`src/rtl/dut_reg_arbiter.sv`:
```
// rtl/dut_reg_arbiter.sv - two-master round-robin arbiter for the dut register port
// Optional grant counters are compiled in with DUT_ARB_STATS_EN.
module dut_reg_arbiter #(
    parameter int READ_LATENCY = 1
) (
    input  logic       CLK,
    input  logic       RST,
    input  logic       req0,
    input  logic       req1,
    input  logic       we0,
    input  logic       we1,
    input  logic [2:0] addr0,
    input  logic [2:0] addr1,
    input  logic [7:0] wdata0,
    input  logic [7:0] wdata1,
    output logic       ack0,
    output logic       ack1,
    output logic [7:0] rdata0,
    output logic [7:0] rdata1,
    output logic       busy,
    output logic       write_en,
    output logic [2:0] write_address,
    output logic [7:0] write_data,
    output logic       read_en,
    output logic [2:0] read_address,
    input  logic [7:0] dut_read_data
`ifdef DUT_ARB_STATS_EN
    ,
    output logic [7:0] grant_cnt0,
    output logic [7:0] grant_cnt1
`endif
);

    typedef enum logic [1:0] {
        IDLE,
        ISSUE,
        WAIT,
        RESP
    } state_t;

    localparam logic [2:0] WAIT_LAST = 3'(READ_LATENCY - 1);

    state_t     state, state_nxt;
    logic       win, win_nxt;
    logic       last, last_nxt;
    logic       cmd_we, cmd_we_nxt;
    logic [2:0] wait_cnt, wait_cnt_nxt;
    logic       pick;

    logic       ack0_nxt, ack1_nxt, busy_nxt;
    logic       write_en_nxt, read_en_nxt;
    logic [2:0] write_address_nxt, read_address_nxt;
    logic [7:0] write_data_nxt, rdata0_nxt, rdata1_nxt;

    always_ff @(posedge CLK or posedge RST) begin
        if (RST) begin
            state         <= IDLE;
            win           <= 1'b0;
            last          <= 1'b1;
            cmd_we        <= 1'b0;
            wait_cnt      <= '0;
            ack0          <= 1'b0;
            ack1          <= 1'b0;
            busy          <= 1'b0;
            write_en      <= 1'b0;
            read_en       <= 1'b0;
            write_address <= '0;
            read_address  <= '0;
            write_data    <= '0;
            rdata0        <= '0;
            rdata1        <= '0;
        end else begin
            state         <= state_nxt;
            win           <= win_nxt;
            last          <= last_nxt;
            cmd_we        <= cmd_we_nxt;
            wait_cnt      <= wait_cnt_nxt;
            ack0          <= ack0_nxt;
            ack1          <= ack1_nxt;
            busy          <= busy_nxt;
            write_en      <= write_en_nxt;
            read_en       <= read_en_nxt;
            write_address <= write_address_nxt;
            read_address  <= read_address_nxt;
            write_data    <= write_data_nxt;
            rdata0        <= rdata0_nxt;
            rdata1        <= rdata1_nxt;
        end
    end

    // Outputs are registered: each branch computes what the next state must present.
    always_comb begin
        state_nxt         = state;
        win_nxt           = win;
        last_nxt          = last;
        cmd_we_nxt        = cmd_we;
        wait_cnt_nxt      = wait_cnt;
        ack0_nxt          = 1'b0;
        ack1_nxt          = 1'b0;
        write_en_nxt      = 1'b0;
        read_en_nxt       = 1'b0;
        write_address_nxt = write_address;
        read_address_nxt  = read_address;
        write_data_nxt    = write_data;
        rdata0_nxt        = rdata0;
        rdata1_nxt        = rdata1;
        pick              = (req0 && req1) ? ~last : req1;

        case (state)
            IDLE: begin
                if (req0 || req1) begin
                    win_nxt    = pick;
                    cmd_we_nxt = pick ? we1 : we0;
                    state_nxt  = ISSUE;
                    if (cmd_we_nxt) begin
                        write_en_nxt      = 1'b1;
                        write_address_nxt = pick ? addr1 : addr0;
                        write_data_nxt    = pick ? wdata1 : wdata0;
                    end else begin
                        read_en_nxt      = 1'b1;
                        read_address_nxt = pick ? addr1 : addr0;
                    end
                end
            end
            ISSUE: begin
                if (cmd_we) begin
                    state_nxt = RESP;
                    ack0_nxt  = ~win;
                    ack1_nxt  = win;
                end else begin
                    state_nxt    = WAIT;
                    wait_cnt_nxt = WAIT_LAST;
                end
            end
            WAIT: begin
                if (wait_cnt == 3'd0) begin
                    if (win) rdata1_nxt = dut_read_data;
                    else     rdata0_nxt = dut_read_data;
                    state_nxt = RESP;
                    ack0_nxt  = ~win;
                    ack1_nxt  = win;
                end else begin
                    wait_cnt_nxt = wait_cnt - 3'd1;
                end
            end
            RESP: begin
                last_nxt  = win;
                state_nxt = IDLE;
            end
            default: state_nxt = IDLE;
        endcase

        busy_nxt = (state_nxt != IDLE);
    end

`ifdef DUT_ARB_STATS_EN
    always_ff @(posedge CLK or posedge RST) begin
        if (RST) begin
            grant_cnt0 <= '0;
            grant_cnt1 <= '0;
        end else if (state == RESP) begin
            if (!win && grant_cnt0 != 8'hFF) grant_cnt0 <= grant_cnt0 + 8'd1;
            if (win && grant_cnt1 != 8'hFF)  grant_cnt1 <= grant_cnt1 + 8'd1;
        end
    end
`endif

endmodule

```
`config.mk`:
```
export PLATFORM = sky130hd
export DESIGN_NAME = dut_reg_arbiter
export DESIGN_NICKNAME = d
export VERILOG_FILES = /design/src/rtl/dut_reg_arbiter.sv
export SDC_FILE = /design/constraint.sdc
export NUM_CORES = 1
export LEC_CHECK = 0
export BUFFER_PORTS_ARGS = -buffer_cell sky130_fd_sc_hd__buf_2
export CAP_MARGIN = 20
export CORE_AREA = 2 2 77 57
export CTS_CLUSTER_DIAMETER = 30
export CTS_CLUSTER_SIZE = 30
export DETAILED_ROUTE_END_ITERATION = 10
export DIE_AREA = 0 0 79 59
export PLACE_DENSITY = 0.78
export SLEW_MARGIN = 5
export SYNTH_ARGS = -nofsm -noshare
export SYNTH_HDL_FRONTEND = slang
export SYNTH_SLANG_ARGS = --single-unit
```
`constraint.sdc`:
```
create_clock -name CLK -period 2.67 [get_ports CLK]
set_clock_uncertainty 0.05 [all_clocks]
set_input_delay 0.267 -clock CLK [delete_from_list [all_inputs] [get_ports CLK]]
set_output_delay 0.267 -clock CLK [all_outputs]
set_load 0.005 [all_outputs]
```
==> results_dict.tcl <==
set metrics [dict create \
    area_growth_pct 24.24 \
    critPathLaunchType "register" \
    cts_hold_buf 0 \
    fin_cells 260 \
    hp-class "in -> async" \
    io_pins 71 \
    hold_viol 0 \
    synthesis.nets 174 \
    ys_seq_area_share_pct 54.36 \
    max_freq_ghz 0.5035 \
    clock_latency_ns 0.29 \
    fin_total_pwr_mw 2.716 \
    slew_headroom_pct 62.06 \
    final_nets 249 \
    numCtsBuffers 5 \
    yosys_warnings 0 \
    nFillCells 298 \
    whs_ns 0.03673 \
    syn_area_um2 1982 \
    clk_path_buf_depth 2 \
    antenna_found_initial 0 \
    ir_drop_mv 0.7255 \
    dp_hpwl_um 3065 \
    ys.flop_type "dfrtp_1" \
    synthTopCellsByArea "dfrtp_1 (53%), mux2_4 (17%), mux2_2 (11%)" \
    cts_root_buffer "clkbuf_8" \
    dieArea_um2 4661 \
    rr_worst_depth 5 \
    place_inst 252 \
    first_pass_iters 4 \
    place_congestion 0.8738 \
    wl_per_cell_um 15.37 \
    rsz0062_at_grt "no" \
    cp_max_fo 12 \
    cts_tree "built" \
    grt_pass1_wl_um 6313 \
    std_cell_rows 19 \
    h-tree-depth 2 \
    core_area_um2 3851 \
    fin_crit_ns 1.986 \
    synth-async-reset-ratio_pct 100.0 \
    cellPowerDensity_nw_per_um2 1103 \
    post-synth-top-count-cell "dfrtp_1" \
    port_buffers 70 \
    pre_cts_slack_ns 0.7159 \
    syn_inst 132 \
    arrival_ns 2.12 \
    track_usage_pct 18.08 \
    cts_num_sinks 43 \
    slew_viol_final 0 \
    grt_pass1_vias 1372 \
    drt_iter0_markers 47 \
    num_antenna_cells 0 \
    setup_ws_ns 0.6840 \
    leakage_nw 1.256 \
    status "finished clean" \
    required_ns 2.80 \
    clk_pin_slew_ns 0.08 \
    drc 0 \
    reg2reg_to "write_address[2]$_DFFE_PP0P_" \
    grt.overflow.total 0 \
    synth_area_per_cell_um2 15.01 \
    die_h_um 59 \
    path_class "reg -> reg" \
    rrSetupSlack_ns 0.68 \
    ctsResizeCount 0 \
    fin_setup_tns_ns 0 \
    end_kind "register" \
    worstMarginPinSlew_ns 0.5691 \
    vias 1337 \
    postCtsSetupRepairBufs 0 \
    r2r_start "state[0]$_DFF_PP0_" \
    timing.final.crit_share_pct 74.38 \
    synth-edff-count 0 \
    viasPerCell 5.142 \
    cap_viol_max_count 0 \
    ant_nets 0 \
    synth_area_leader_cell "dfrtp_1" \
    start_util_pct 51.46 \
    ys_types 30 \
    die_w_um 79 \
    wl_um 3996 \
    synth_top_area_share_pct 53.03 \
    yosys-top-cells-count "dfrtp_1 (42), mux2_4 (22), mux2_2 (20)" \
    drive_above_1_share_pct 60.58 \
    finalSetupViolCount 0 \
    grt_max_degree 44 \
    synth_seq_cells 43 \
]
-- worst max-delay path, cell delays in order, from the launching register on --
cell and delay (ns):
dfrtp_1 0.44, inv_1 0.11, ha_1 0.27, and2_1 0.17, a32o_2 0.47, mux2_1 0.36
-- cells by family (layout without fill, tap and decap cells) --
family | Yosys count | count (layout) | synth area share (%)
and+or+nand+nor | 14 | 14 | 4.231
AOI/OAI and AO/OA | 16 | 16 | 6.314
buffers and inverters | 10 | 86 | 2.715
muxes | 43 | 43 | 28.60
adders and majority gates | 6 | 6 | 3.788
DFF | 43 | 43 | 54.36
-- layer usage --
metal,up-vias,GRT usage [%],wire [um]
met3,11,5.640,247
li1,618,-,-
met4,0,6.404,77
met2,49,30.75,1922
met5,-,0,0
met1,659,22.18,1748
-- layout make-up --
type,instances,area (um^2),area share [%]
Clock buffer,6,72.57,2.947
Timing Repair Buffer,71,357.8,14.53
Inverter,7,26.28,1.067
Clock inverter,2,12.51,0.5081
Tap cell,52,65.06,2.642
Multi-Input combinational cell,79,850.8,34.55
Sequential cell,43,1077,43.75
-- per-stage QoR --
| stage | util [%] | cell area (um^2) |
|---|---|---|
| finish | 63.94 | 2462 |
| detailed placement | 61.73 | 2377 |
| global placement | 61.73 | 2377 |
| global route | 63.94 | 2462 |
| CTS | 63.94 | 2462 |
| floorplan | - | 1982 |
-- state kept, by name (all words and copies together), names as in the netlist, 2 cells and up --
name / cells
rdata0: 8
rdata1: 8
read_address: 3
state: 2
wait_cnt: 3
write_address: 3
write_data: 8
-- layout by cell type (no fill, tap or decap), types with 3 or more instances in the layout --
| master | count |
|---|---|
| o21ai_0 | 4 |
| mux2_4 | 22 |
| dfrtp_1 | 42 |
| mux2_2 | 20 |
| ha_1 | 6 |
| buf_2 | 70 |
| clkbuf_8 | 5 |
| inv_1 | 7 |
| nor2_1 | 3 |
-- report_power, final --
group	switching (mW)	internal [mW]
Clock	0.216	0.183
Sequential	0.186	0.976
Combinational	0.477	0.678
-- how the worst max path moves through the flow --
stage | start | endpoint | slack [ns] | cells after the start
detailed placement | state[0]$_DFF_PP0_ | write_address[2]$_DFFE_PP0P_ | 0.72 | 5
CTS | state[0]$_DFF_PP0_ | write_address[2]$_DFFE_PP0P_ | 0.69 | 5
finish | state[0]$_DFF_PP0_ | write_address[2]$_DFFE_PP0P_ | 0.68 | 5
global placement | last$_DFFE_PP1N_ | write_address[2]$_DFFE_PP0P_ | 0.82 | 3
floorplan | state[0]$_DFF_PP0_ | write_address[2]$_DFFE_PP0P_ | 0.90 | 6
global route | state[0]$_DFF_PP0_ | write_address[2]$_DFFE_PP0P_ | 0.58 | 5
(Power assumes the default switching activity.)
